$ cat config.mk
export PLATFORM = sky130hd
export DESIGN_NAME = msb_scan_seq
export DESIGN_NICKNAME = d
export VERILOG_FILES = /design/src/rtl/msb_scan_seq.sv
export SDC_FILE = /design/constraint.sdc
export NUM_CORES = 1
export LEC_CHECK = 0
export CAP_MARGIN = 15
export CORE_MARGIN = 3
export CORE_UTILIZATION = 30
export DETAILED_ROUTE_END_ITERATION = 16
export GPL_TIMING_DRIVEN = 0
export PLACE_DENSITY = 0.48
export RECOVER_POWER = 50
export SLEW_MARGIN = 20
export SYNTH_ARGS = -nofsm -noshare
export SYNTH_HDL_FRONTEND = slang
export SYNTH_SLANG_ARGS = --single-unit
$ cat constraint.sdc
create_clock -name clk -period 2.9 [get_ports clk]
set_clock_uncertainty 0.15 [all_clocks]
set_input_delay 0.58 -clock clk [delete_from_list [all_inputs] [get_ports clk]]
set_output_delay 0.58 -clock clk [all_outputs]
set_load 0.005 [all_outputs]
$ cat src/rtl/msb_scan_seq.sv
// msb_scan_seq: sequential MSB/LSB finder that scans one CHUNK-bit slice per
// clock between a valid/ready producer and a valid/ready consumer. The scan
// stops early at the first non-zero slice.
module msb_scan_seq #(
    parameter int unsigned N     = 32,
    parameter int unsigned CHUNK = 8,
    parameter int unsigned POS_W = $clog2(N + 1)
) (
    input  logic             clk,
    input  logic             rst,
    input  logic             in_valid,
    output logic             in_ready,
    input  logic [N-1:0]     in_data,
    input  logic             in_mode,
    output logic             out_valid,
    input  logic             out_ready,
    output logic [POS_W-1:0] out_pos,
    output logic             out_zero
);

    localparam int unsigned NS    = N / CHUNK;
    localparam int unsigned IDX_W = (NS > 1) ? $clog2(NS) : 1;
    localparam int unsigned PW    = $clog2(CHUNK + 1);

    // Reject parameter sets the slice arithmetic cannot handle
    if ((N % CHUNK) != 0) begin : g_bad_n
        $error("msb_scan_seq: N must be a multiple of CHUNK");
    end
    if ((CHUNK < 2) || ((CHUNK & (CHUNK - 1)) != 0)) begin : g_bad_chunk
        $error("msb_scan_seq: CHUNK must be a power of two, at least 2");
    end

    typedef enum logic [1:0] {
        IDLE = 2'd0,
        SCAN = 2'd1,
        DONE = 2'd2
    } state_t;

    state_t             state;
    logic [N-1:0]       data;
    logic               mode;
    logic [IDX_W-1:0]   idx;

    logic [CHUNK-1:0]   slice_c;
    logic [PW-1:0]      p_c;
    logic               last_c;
    logic [POS_W-1:0]   pos_c;

    // Single-slice priority encoder: 1-based highest (mode 0) or lowest (mode 1) set bit
    always_comb begin
        slice_c = data[idx*CHUNK +: CHUNK];
        p_c     = '0;
        if (!mode) begin
            for (int i = 0; i < int'(CHUNK); i++) begin
                if (slice_c[i]) p_c = PW'(i + 1);
            end
        end else begin
            for (int i = int'(CHUNK) - 1; i >= 0; i--) begin
                if (slice_c[i]) p_c = PW'(i + 1);
            end
        end
        last_c = mode ? (idx == IDX_W'(NS - 1)) : (idx == '0);
        pos_c  = POS_W'(int'(idx) * int'(CHUNK) + int'(p_c));
    end

    // Control FSM with registered handshake and result outputs
    always_ff @(posedge clk) begin
        if (rst) begin
            state     <= IDLE;
            in_ready  <= 1'b0;
            out_valid <= 1'b0;
            out_pos   <= '0;
            out_zero  <= 1'b0;
            data      <= '0;
            mode      <= 1'b0;
            idx       <= '0;
        end else begin
            case (state)
                IDLE: begin
                    in_ready  <= 1'b1;
                    out_valid <= 1'b0;
                    if (in_valid && in_ready) begin
                        data     <= in_data;
                        mode     <= in_mode;
                        idx      <= in_mode ? '0 : IDX_W'(NS - 1);
                        in_ready <= 1'b0;
                        state    <= SCAN;
                    end
                end
                SCAN: begin
                    in_ready <= 1'b0;
                    if (slice_c != '0) begin
                        out_pos   <= pos_c;
                        out_zero  <= 1'b0;
                        out_valid <= 1'b1;
                        state     <= DONE;
                    end else if (last_c) begin
                        out_pos   <= '0;
                        out_zero  <= 1'b1;
                        out_valid <= 1'b1;
                        state     <= DONE;
                    end else if (mode) begin
                        idx <= idx + 1'b1;
                    end else begin
                        idx <= idx - 1'b1;
                    end
                end
                DONE: begin
                    in_ready <= 1'b0;
                    if (out_ready) begin
                        out_valid <= 1'b0;
                        in_ready  <= 1'b1;
                        state     <= IDLE;
                    end
                end
                default: begin
                    state     <= IDLE;
                    in_ready  <= 1'b0;
                    out_valid <= 1'b0;
                end
            endcase
        end
    end

endmodule

Word-level counts from Yosys, hierarchy flattened
Cells that the tools add are included.
- bitwise logic cells: 0
- shift operators: 1
- equality and inequality tests: 8
- $add $sub $neg: 3
- reductions and logical operators: 11
- magnitude comparators: 0
- $mul: 0
- multiplexer cells: 39
- divide/modulo/power cells: 0
- operator list (cell ; count):
    4-bit two-way mux ; 16
    32-bit by 6-bit indexed part select with 8-bit output ; 1
    2-bit two-way mux ; 9
    6-bit two-way mux ; 2
    1-bit two-way mux ; 8
    2-bit != test, second input constant ; 4
    8-bit nonzero test ; 1
    5-bit by 4-bit adder with 6-bit output ; 1
    2-bit one-hot mux with 3 select lines ; 1
    2-bit AND reduction ; 3
    2-bit == test, second input constant ; 2
    2-bit zero test ; 2
    1-bit one-hot mux with 2 select lines ; 2
    2-bit one-hot mux with 2 select lines ; 1
    4-bit AND reduction ; 1
    2-bit nonzero test ; 2
    3-bit != test, second input constant ; 1
    3-bit AND reduction ; 1
    2-bit by 1-bit adder with 2-bit output, second input constant ; 1
    2-bit by 1-bit == test with 1-bit output, second input constant ; 1
    2-bit by 1-bit subtractor with 2-bit output, second input constant ; 1
    1-bit logical AND ; 1
- word-level logic and storage cells: 70
- memory bits (read-only): 0
- output and inout port bits: 9
- RAM bits: 0
- register bits: 46
- memories: 0
- latch bits: 0
- input port bits: 37

Longest topological paths before layout
- depth after elaboration: 12
- depth in mapped cells: 10
- depth with buffers taken out: 8

Worst setup path after synthesis
OpenSTA, ideal clock, no wires.
- path kind: flip-flop to flip-flop
- start point: reg idx[0]
- end point: reg out_pos[4]
- slack: 0.553 ns
- arrival: 2.065 ns
- required time: 2.618 ns
- clock period less this slack: 2.347 ns
- path buffers: 1
- setup time: 0.132 ns
- stages on the path, launching flop included: 10
- cells stage by stage: dfxtp_1 -> buf_2 -> mux4_2 -> nor4_4 -> nand2_1 -> a21boi_0 -> ha_1 -> ha_1 -> nand2_1 -> a21oi_1
- word-level cells in the longest chain between the ends: 12
- elaborated cells on any way between the ends: 26
- classes of those cells: add/sub (1); eq/ne (1); shift (1); mux (19); reduce/logical (4)
- RTL lines (what ; RTL line ; text):
    from (decl) ; 42 ; logic [IDX_W-1:0] idx;
    from (signal assigned) ; 85 ; idx <= in_mode ? '0 : IDX_W'(NS - 1);
    from (signal assigned) ; 103 ; idx <= idx + 1'b1;
    from (signal assigned) ; 105 ; idx <= idx - 1'b1;
    32-bit by 6-bit indexed part select with 8-bit output ; 51 ; slice_c = data[idx*CHUNK +: CHUNK];
    1-bit two-way mux or 4-bit two-way mux (tied branches) ; 55, 59 ;
    4-bit two-way mux (on tied branches) (7 in series) ; 55, 59 ;
    4-bit two-way mux ; 53 ; if (!mode) begin
    5-bit by 4-bit adder with 6-bit output ; 63 ; pos_c = POS_W'(int'(idx) * int'(CHUNK) + int'(p_c));
    6-bit two-way mux ; 92 ; if (slice_c != '0) begin
    to (signal assigned) ; 93 ; out_pos <= pos_c;
    to (decl) ; 17 ; output logic [POS_W-1:0] out_pos,
Several ways; a longest one is shown, not always the timed one.
A chain may end at the register's enable or synchronous reset.

Worst setup path after layout
Ends and elaborated chain as after synthesis.

==> impl_metrics.ini <==
[cells_and_area]
fin_area_um2 = 2700
area_growth_pct = 30.3
nNetsFinal = 337
drive_above_1_share_pct = 8.70
fillerInstances = 719
num_antenna_cells = 0

[pwr]
internal_power_mw = 1.02
power_density_nw_per_um2 = 526
p_comb_share_pct = 21.9
pwr-share-seq_pct = 49.3
vdd_ir_drop_max_uv = 240
p_clk_share_pct = 28.8
switchingPower_uw = 402
switching_share_pct = 28.3
p_leak_nw = 0.976

[worst_setup_path]
cp_data_required_time_ns = 2.91
cp_max_fo = 10
end_kind = flip-flop
path_class = flip-flop to flip-flop
worstPathArrival_ns = 2.63
start_kind = flip-flop

[route]
drc = 0
drt_iter0_drc = 53
dr.pass1.iters = 4
wl_per_cell_um = 14.1
routed_wl_mm = 5.28
ant_nets = 0
route.vias.total = 1808
vias_per_cell = 4.81

[global_routing]
gr-usage-all-layers_pct = 14.7
grt-ovfl-total = 0
grt_pass1_wl_mm = 8.88
antenna_found_initial = 0
grt_pass1_vias = 1824
grt_start_max_net_pins = 14

[synth]
synth_seq_area_share_pct = 44.4
synth_cell_types = 34
synth_edf_count = 0
synth_fp_nets = 286
async_flop_share_pct = 0
synth_flop_cell = dfxtp_1
synth_xor_area_share_pct = 0.422
synth-compound-area-share_pct = 16.2
synth_common_cells = nand2_1 (75), dfxtp_1 (46), a21oi_1 (43), clkbuf_1 (14), mux4_2 (8)
syn-mean-instance-area_um2 = 8.39
synth_top_cell_area_share_pct = 44.4
ys_top_cells_by_area = dfxtp_1 (44%), nand2_1 (14%), a21oi_1 (10%)
yosysWarnings = 0
yosys.area.top_type = dfxtp_1
muxShareOfSynthArea_pct = 9.66
synthCells = 247
synth_top_family_by_area = simple AND/OR/NAND/NOR gates
synth_fa_ha_area_share_pct = 1.21
synth_most_common_cell = nand2_1
yosys.area_share.simple_pct = 23.4
ys_ff_latch = 46
syn_area_um2 = 2070

[hold_path]
hp-class = flip-flop to flip-flop

[sta]
fmax_mhz = 382
final_hold_viol_count = 0
min_period_ns = 2.62
maxSlewViolCount = 0
tns_ns = 0
setup_ws_ns = 0.285
setup_violations = 0
max-slew-margin-rel_pct = 47.2
final.period_utilization_pct = 90.2
holdWs_ns = 0.309
rsz0062_at_grt = no
worstMarginPinSlew_ns = 0.786

[place]
portBuffers = 44
placed_area_um2 = 2610
place_congestion = 0.737
dpl_worst_slack_ns = 0.161
place_hpwl_mm = 4.09

[floorplanning]
die_area_um2 = 7940
core_um2 = 6530
rows = 29
fp.dieH_um = 89.1
die_width_um = 89.1
start_util_pct = 31.7
io_pins = 46

[outcome]
status = finished clean

[clock_network]
cts.repair.resized = 0
cts_buffers = 5
worstSkewPairLatency_ns = 0.30
cts_sinks = 46
cts_tree = done
path_clk_slew_ns = 0.08
cts_hold_buffers = 0
clockRootBuffer = clkbuf_8
cts.path.max_buffers = 2
htree_levels = 2
post_cts_buffers = 0

[flow_run]
drv_cap = 0
==> worst max-delay path: stages, from the launching register on <==
cell      delay [ns]
dfxtp_1         0.50
buf_2           0.29
mux4_2          0.40
nor4_4          0.37
nand2_1         0.08
a21boi_0        0.18
ha_1            0.17
ha_1            0.22
nand2_1         0.06
a21oi_1         0.05
==> power groups by stage <==
stage               Combinational (mW)  Sequential, mW  Clock, mW
CTS                              0.319           0.701      0.423
finish                           0.311           0.700      0.408
global placement                 0.317           0.716          0
global route                     0.349           0.706      0.447
floorplan                        0.205           0.707          0
detailed placement               0.318           0.716          0
==> stage by stage <==
step | std cells | util [%] | power, mW
detailed placement | 368 | 40.0 | 1.03
finish | 376 | 41.4 | 1.42
global route | 376 | 41.4 | 1.50
floorplan | 247 | - | 0.912
CTS | 376 | 41.4 | 1.44
global placement | 368 | 40.0 | 1.03
==> cell type report <==
type                    instances  area [um2]  share of cell area, %
clock inverters                 1        5.00                  0.185
repair buffers                 44         440                   16.3
multi-input cells             180        1060                   39.1
inverters                       3        11.3                  0.417
plain buffers                  18        85.1                   3.15
well taps                      77        96.3                   3.57
flip-flops and latches         46         921                   34.1
clock buffers                   7        86.3                   3.20
==> flip-flops by register name (all words and copies together), names as in the netlist <==
signal and flops:
mode 1, idx 2, out_pos 6, in_ready 1, state 2, data 32, out_valid 1, out_zero 1
==> layer usage <==
| layer | wire, um | global-route usage [%] | up-vias |
|---|---|---|---|
| li1 | - | - | 950 |
| met1 | 2610 | 19.8 | 817 |
| met2 | 2450 | 23.8 | 34 |
| met3 | 163 | 3.23 | 7 |
| met4 | 63 | 4.06 | 0 |
| met5 | 0 | 0 | - |
==> cell usage in the layout, fill, tap and decap left out <==
cell type	n
and3_1	1
and3b_1	1
nand3b_2	1
nor2b_1	3
nor3_1	6
xor2_1	1
nor3b_1	1
buf_2	2
nor2_1	5
a311oi_2	1
dlygate4sd3_1	10
clkbuf_8	6
a21boi_0	1
or2_2	1
o21ai_0	7
nand2_1	75
inv_1	3
mux4_2	8
ha_1	2
or3_1	2
buf_6	2
nand3_1	5
clkdlybuf4s50_1	34
a32o_1	1
o21bai_1	1
o21ai_1	2
dfxtp_1	46
a21oi_1	43
a31oi_1	3
nor3_4	1
and2_4	1
clkinv_2	1
a21o_1	1
o21ba_2	1
mux2i_1	2
clkbuf_1	15
nor4_4	1
nand2b_1	2
==> cell families (layout without fill, tap and decap cells) <==
logic type	count (synthesis)	after routing
multiplexers	10	10
XOR/XNOR	1	1
adder cells (fa/ha/maj)	2	2
AO/OA/AOI/OAI	61	61
flip-flops	46	46
buffers and inverters	21	73
AND/OR/NAND/NOR	106	106
==> path summary, 6_finish.rpt <==
kind	from	end	slack, ns	depth (start not counted)
worst min register to register	data[28]	data[28]	0.31	2
worst max-delay path	idx[0]	out_pos[4]	0.28	9
worst min-delay path	data[28]	data[28]	0.31	2
worst max register to register	idx[0]	out_pos[4]	0.28	9
Note: power is estimated with default switching activity, not from simulation.
